$ cat config.mk
export PLATFORM = sky130hd
export DESIGN_NAME = cnt_timer_sched
export DESIGN_NICKNAME = d
export VERILOG_FILES = /design/src/rtl/cnt_timer_sched.sv
export SDC_FILE = /design/constraint.sdc
export NUM_CORES = 1
export LEC_CHECK = 0
export CORE_MARGIN = 4
export CORE_UTILIZATION = 39
export CTS_CLUSTER_DIAMETER = 30
export DETAILED_ROUTE_END_ITERATION = 6
export GPL_ROUTABILITY_DRIVEN = 1
export PLACE_DENSITY = 0.83
export SYNTH_ARGS = -nofsm -noshare
export SYNTH_HDL_FRONTEND = slang
export SYNTH_SLANG_ARGS = --single-unit
$ cat constraint.sdc
create_clock -name clk -period 4.15 [get_ports clk]
set_input_delay 0.83 -clock clk [delete_from_list [all_inputs] [get_ports clk]]
set_output_delay 0.83 -clock clk [all_outputs]
set_load 0.02 [all_outputs]
$ cat src/rtl/cnt_timer_sched.sv
// Round-robin scheduler that time-shares one cnt divider/counter between N_REQ requesters.
// Each grant programs cnt, waits for cnt_q, then returns a done pulse and the captured count.

`ifndef CTRL_RESET_AND_SIGNAL_IF_EQUAL
`define CTRL_RESET_AND_SIGNAL_IF_EQUAL 3'b001
`endif
`ifndef CTRL_COUNTDOWN_AND_SIGNAL_IF_EQUAL
`define CTRL_COUNTDOWN_AND_SIGNAL_IF_EQUAL 3'b010
`endif

module cnt_timer_sched #(
  parameter int unsigned N_REQ = 4,
  parameter int unsigned DW    = 32,
  localparam int unsigned IW   = (N_REQ > 1) ? $clog2(N_REQ) : 1
) (
  input  logic                clk,
  input  logic                reset,
  input  logic [N_REQ-1:0]    req,
  input  logic [N_REQ*DW-1:0] req_div,
  input  logic [N_REQ-1:0]    req_mode,
  output logic [N_REQ-1:0]    done,
  output logic                err,
  output logic [DW-1:0]       done_count,
  output logic                busy,
  output logic [IW-1:0]       cur_id,
  output logic [DW-1:0]       cnt_div,
  output logic [2:0]          cnt_control,
  input  logic                cnt_q,
  input  logic [DW-1:0]       cnt_dout
);

  typedef enum logic [1:0] {StIdle, StLoad, StRun, StDone} state_e;

  state_e             state_q, state_d;
  logic [IW-1:0]      id_q, id_d;
  logic [IW-1:0]      rr_ptr_q, rr_ptr_d;
  logic               mode_q, mode_d;
  logic [DW-1:0]      cnt_div_q, cnt_div_d;
  logic [2:0]         ctrl_q, ctrl_d;
  logic [N_REQ-1:0]   done_q, done_d;
  logic               err_q, err_d;
  logic [DW-1:0]      count_q, count_d;

  logic [DW-1:0]      div_arr [N_REQ];
  logic               grant_valid;
  logic [IW-1:0]      grant_id;
  logic [IW-1:0]      cand;

  for (genvar g = 0; g < N_REQ; g++) begin : g_div
    assign div_arr[g] = req_div[g*DW +: DW];
  end

  // Scan starts just after the last serviced id, so it has lowest priority.
  always_comb begin
    grant_valid = 1'b0;
    grant_id    = '0;
    cand        = '0;
    for (int unsigned off = 1; off <= N_REQ; off++) begin
      cand = IW'((32'(rr_ptr_q) + off) % N_REQ);
      if (!grant_valid && req[cand]) begin
        grant_valid = 1'b1;
        grant_id    = cand;
      end
    end
  end

  always_comb begin
    state_d   = state_q;
    id_d      = id_q;
    rr_ptr_d  = rr_ptr_q;
    mode_d    = mode_q;
    cnt_div_d = cnt_div_q;
    ctrl_d    = ctrl_q;
    done_d    = '0;
    err_d     = 1'b0;
    count_d   = count_q;
    unique case (state_q)
      StIdle: begin
        ctrl_d = 3'b000;
        if (grant_valid) begin
          id_d      = grant_id;
          mode_d    = req_mode[grant_id];
          cnt_div_d = div_arr[grant_id];
          if (div_arr[grant_id] == '0) begin
            state_d          = StDone;
            done_d[grant_id] = 1'b1;
            err_d            = 1'b1;
          end else begin
            state_d = StLoad;
          end
        end
      end
      StLoad: begin
        if (!req[id_q]) begin
          state_d = StIdle;
        end else begin
          state_d = StRun;
          ctrl_d  = mode_q ? `CTRL_COUNTDOWN_AND_SIGNAL_IF_EQUAL
                           : `CTRL_RESET_AND_SIGNAL_IF_EQUAL;
        end
      end
      StRun: begin
        // Completion takes priority over a simultaneous cancel.
        if (cnt_q) begin
          count_d      = cnt_dout;
          state_d      = StDone;
          ctrl_d       = 3'b000;
          done_d[id_q] = 1'b1;
        end else if (!req[id_q]) begin
          state_d = StIdle;
          ctrl_d  = 3'b000;
        end
      end
      StDone: begin
        rr_ptr_d = id_q;
        state_d  = StIdle;
      end
      default: state_d = StIdle;
    endcase
  end

  always_ff @(posedge clk or negedge reset) begin
    if (!reset) begin
      state_q   <= StIdle;
      id_q      <= '0;
      rr_ptr_q  <= IW'(N_REQ - 1);
      mode_q    <= 1'b0;
      cnt_div_q <= '0;
      ctrl_q    <= 3'b000;
      done_q    <= '0;
      err_q     <= 1'b0;
      count_q   <= '0;
    end else begin
      state_q   <= state_d;
      id_q      <= id_d;
      rr_ptr_q  <= rr_ptr_d;
      mode_q    <= mode_d;
      cnt_div_q <= cnt_div_d;
      ctrl_q    <= ctrl_d;
      done_q    <= done_d;
      err_q     <= err_d;
      count_q   <= count_d;
    end
  end

  assign done        = done_q;
  assign err         = err_q;
  assign done_count  = count_q;
  assign busy        = (state_q != StIdle);
  assign cur_id      = id_q;
  assign cnt_div     = cnt_div_q;
  assign cnt_control = ctrl_q;

endmodule
==> reports/metrics.cfg <==
[outcome]
outcome = finished, final reports clean

[power]
power_density_nw_per_um2 = 684
power_mw = 5.08
intPower_mw = 2.94
swShare = 0.420
pwr-share-clk = 0.156
combPwrFrac = 0.578
pwr-share-seq = 0.265
p_leak_nw = 3.38
p_sw_mw = 2.14
vdd_drop_max_mv = 0.422

[synth]
synth_compound_area_frac = 0.280
ys_types = 37
synth_area_leader_cell = dfrtp_1
synth_edf_count = 0
async_reset_ff_frac = 1.00
synth_mux_area_frac = 0.0146
avgSynthCellArea_um2 = 8.58
yosys_warnings = 0
yosysSeqAreaShare = 0.438
ys.flop_type = dfrtp_1
synth_top_family_by_area = compound AO/OA/AOI/OAI gates
yosys-top-cells-count = nand2_1 (150), dfrtp_1 (76), a21boi_0 (33), and3_1 (33)
ys_ff_latch = 78
synth.area.top_cells = dfrtp_1 (43%), nand2_1 (13%), a211o_1 (6.3%)
yosysTopAreaCellShare = 0.426
synth_adder_area_share = 0
syn_inst = 520
synth_fp_nets = 691
yosys.area_share.xor_xnor = 0
yosysMostFrequentCell = nand2_1
yosys.area_share.simple = 0.214
syn-cell-area_um2 = 4460

[timing]
max_freq_mhz = 249
worstMarginPinSlew_ns = 1.20
hold_violations = 0
slew_headroom = 0.201
rsz0062_at_grt = false
finClkSkew_ns = 0.00380
period_share = 0.968
min_period_ns = 4.02
setup_viol = 0
slew_violations = 0

[setup_path]
worstPathCellList = clkdlybuf4s50_1 -> nand2_1 -> a31oi_2 -> and2_1 -> buf_12 -> a211oi_1 -> o22ai_1 -> or4_1 -> or4_1 -> o31ai_1
crit_required_ns = 4.38
path_max_fanout = 32
critPathCaptureType = flop
critPathTopFamily = simple AND/OR/NAND/NOR gates
slowest_delay_ns = 0.66
arrival_ns = 4.25
worstSetupPathType = input port to flop
worst_setup_path_start_kind = input port
path_common_cell = or4_1
crit_buf_inv = 2
critPathSlowestCell = or4_1

[cts]
clk_pin_slew_worst_paths_ns = 0.06
cts.path.max_buffers = 2
cts_tree = done
cts_buffers = 9
h-tree-depth = 3
cts.sinks = 78
cts-root-buf = clkbuf_16
clock_latency_ns = 0.33

[global_route]
grt_pass1_wl_um = 24700
grt_overflow = 0
use_met3 = 0.0516
grt.met2_usage = 0.420
grt_use_total = 0.234
grt_busiest_layer = met2
grt_pass1_vias = 5062
grtUsageMet1 = 0.269
antenna_found_initial = 0
grt_start_max_net_pins = 79

[placement]
globalplace.congestion = 0.907
numPortBuffers = 244
placedCellCount = 877
hpwl_um = 12100
dpl_cell_area_um2 = 7080

[floorplan]
die_h_um = 115
rows = 38
start_util = 0.405
pin_count = 246
dieArea_um2 = 13200
coreArea_um2 = 11000
fp.dieW_um = 115

[routing]
via_count = 4962
ant_nets = 0
drt_wl_total_um = 16100
wl_per_cell_um = 18.0
avgViaCountPerCell = 5.54
drt_first_iter_violations = 288
drc = 0
first_pass_iters = 4

[flow_run]
maxCapViolCount = 0

[cells_and_area]
final_net_count = 921
fin_cells = 895
drive_gt1_frac = 0.0689
area_delta_synth_final_pct = 66.4
n_antenna_cell = 0
final_util = 0.673
stdcell_area_um2 = 7430

[min_path]
hp-class = flop to flop

[logic make-up after synthesis]
kind of cell | count (synthesis)
AOI/OAI and AO/OA | 164
buffers and inverters | 50
DFF | 78
muxes | 5
other | 1
and+or+nand+nor | 222
[state kept, by name, summed over array words and instances, names as in the netlist]
signal       count
cnt_control      2
state_q          2
done_count      32
err              1
cnt_div         32
rr_ptr_q         2
done             4
cur_id           2
mode_q           1
[metal layers]
| layer | vias up | share of wire | wire length [um] |
|---|---|---|---|
| met1 | 2366 | 0.39 | 6340 |
| li1 | 2321 | - | - |
| met4 | 0 | 0.034 | 548 |
| met2 | 227 | 0.50 | 8110 |
| met3 | 48 | 0.070 | 1120 |
| met5 | - | 0 | 0 |
[final cells by class]
cell class | count | area (um^2)
Inverter | 5 | 18.8
Multi-Input combinational cell | 393 | 2340
Clock buffer | 11 | 243
Fill cell | 862 | 3600
Sequential cell | 78 | 1950
Timing Repair Buffer | 263 | 2630
Clock inverter | 5 | 58.8
Tap cell | 140 | 175
[metrics by stage]
| stage | hold slack (ns) | setup slack, ns | TNS [ns] |
|---|---|---|---|
| final | 0.472 | 0.132 | 0 |
| after global routing | 0.491 | 0.0154 | 0 |
| after CTS | 0.476 | 0.159 | 0 |
| after detailed placement | 0.462 | -0.205 | -0.868 |
| after global placement | 0.456 | 0.0424 | 0 |
| after floorplan | 0.457 | 0.816 | 0 |
[tightest hold or removal path, stage by stage (launching register included)]
cell and delay [ns]:
dfrtp_1 0.34, nand2_1 0.05, nand2_1 0.05
[power groups by stage]
stage                     combinational, mW  sequential (mW)  clock [mW]
after floorplan                        1.28             1.71           0
after global placement                 2.82             1.34           0
after detailed placement               2.90             1.36           0
after CTS                              2.92             1.35       0.807
after global routing                   3.17             1.40       0.845
final                                  2.94             1.35       0.794
[repair_timing]
item	4_1_cts	5_1_grt
buffers inserted	0	1
gates resized for setup	0	7
setup endpoints to repair	0	4
hold buffers	0	0
[worst paths after layout]
kind	startpoint	to	slack, ns	depth (start not counted)
min in group asynchronous	reset	done_count[8]$_DFFE_PN0P_	0.66	1
worst max-delay path	req[3]	done[3]$_DFF_PN0_	0.13	10
worst min register to register	done_count[24]$_DFFE_PN0P_	done_count[24]$_DFFE_PN0P_	0.47	2
max in group asynchronous	reset	cnt_div[27]$_DFFE_PN0P_	2.85	1
worst min-delay path	done_count[24]$_DFFE_PN0P_	done_count[24]$_DFFE_PN0P_	0.47	2
worst max register to register	rr_ptr_q[1]$_DFFE_PN1N_	done[3]$_DFF_PN0_	0.70	9
[cells in the final DEF (no fill, tap or decap), types with 9 or more instances in the layout]
master           count
a21o_1              16
nor2_1              21
dfrtp_1             76
o31ai_1             20
buf_4               16
a21boi_0            32
clkbuf_16            9
and3_1              33
a211o_1             32
nand2_1            149
a211oi_1            28
clkdlybuf4s50_1    243
Note: power is estimated with default switching activity, not from simulation.
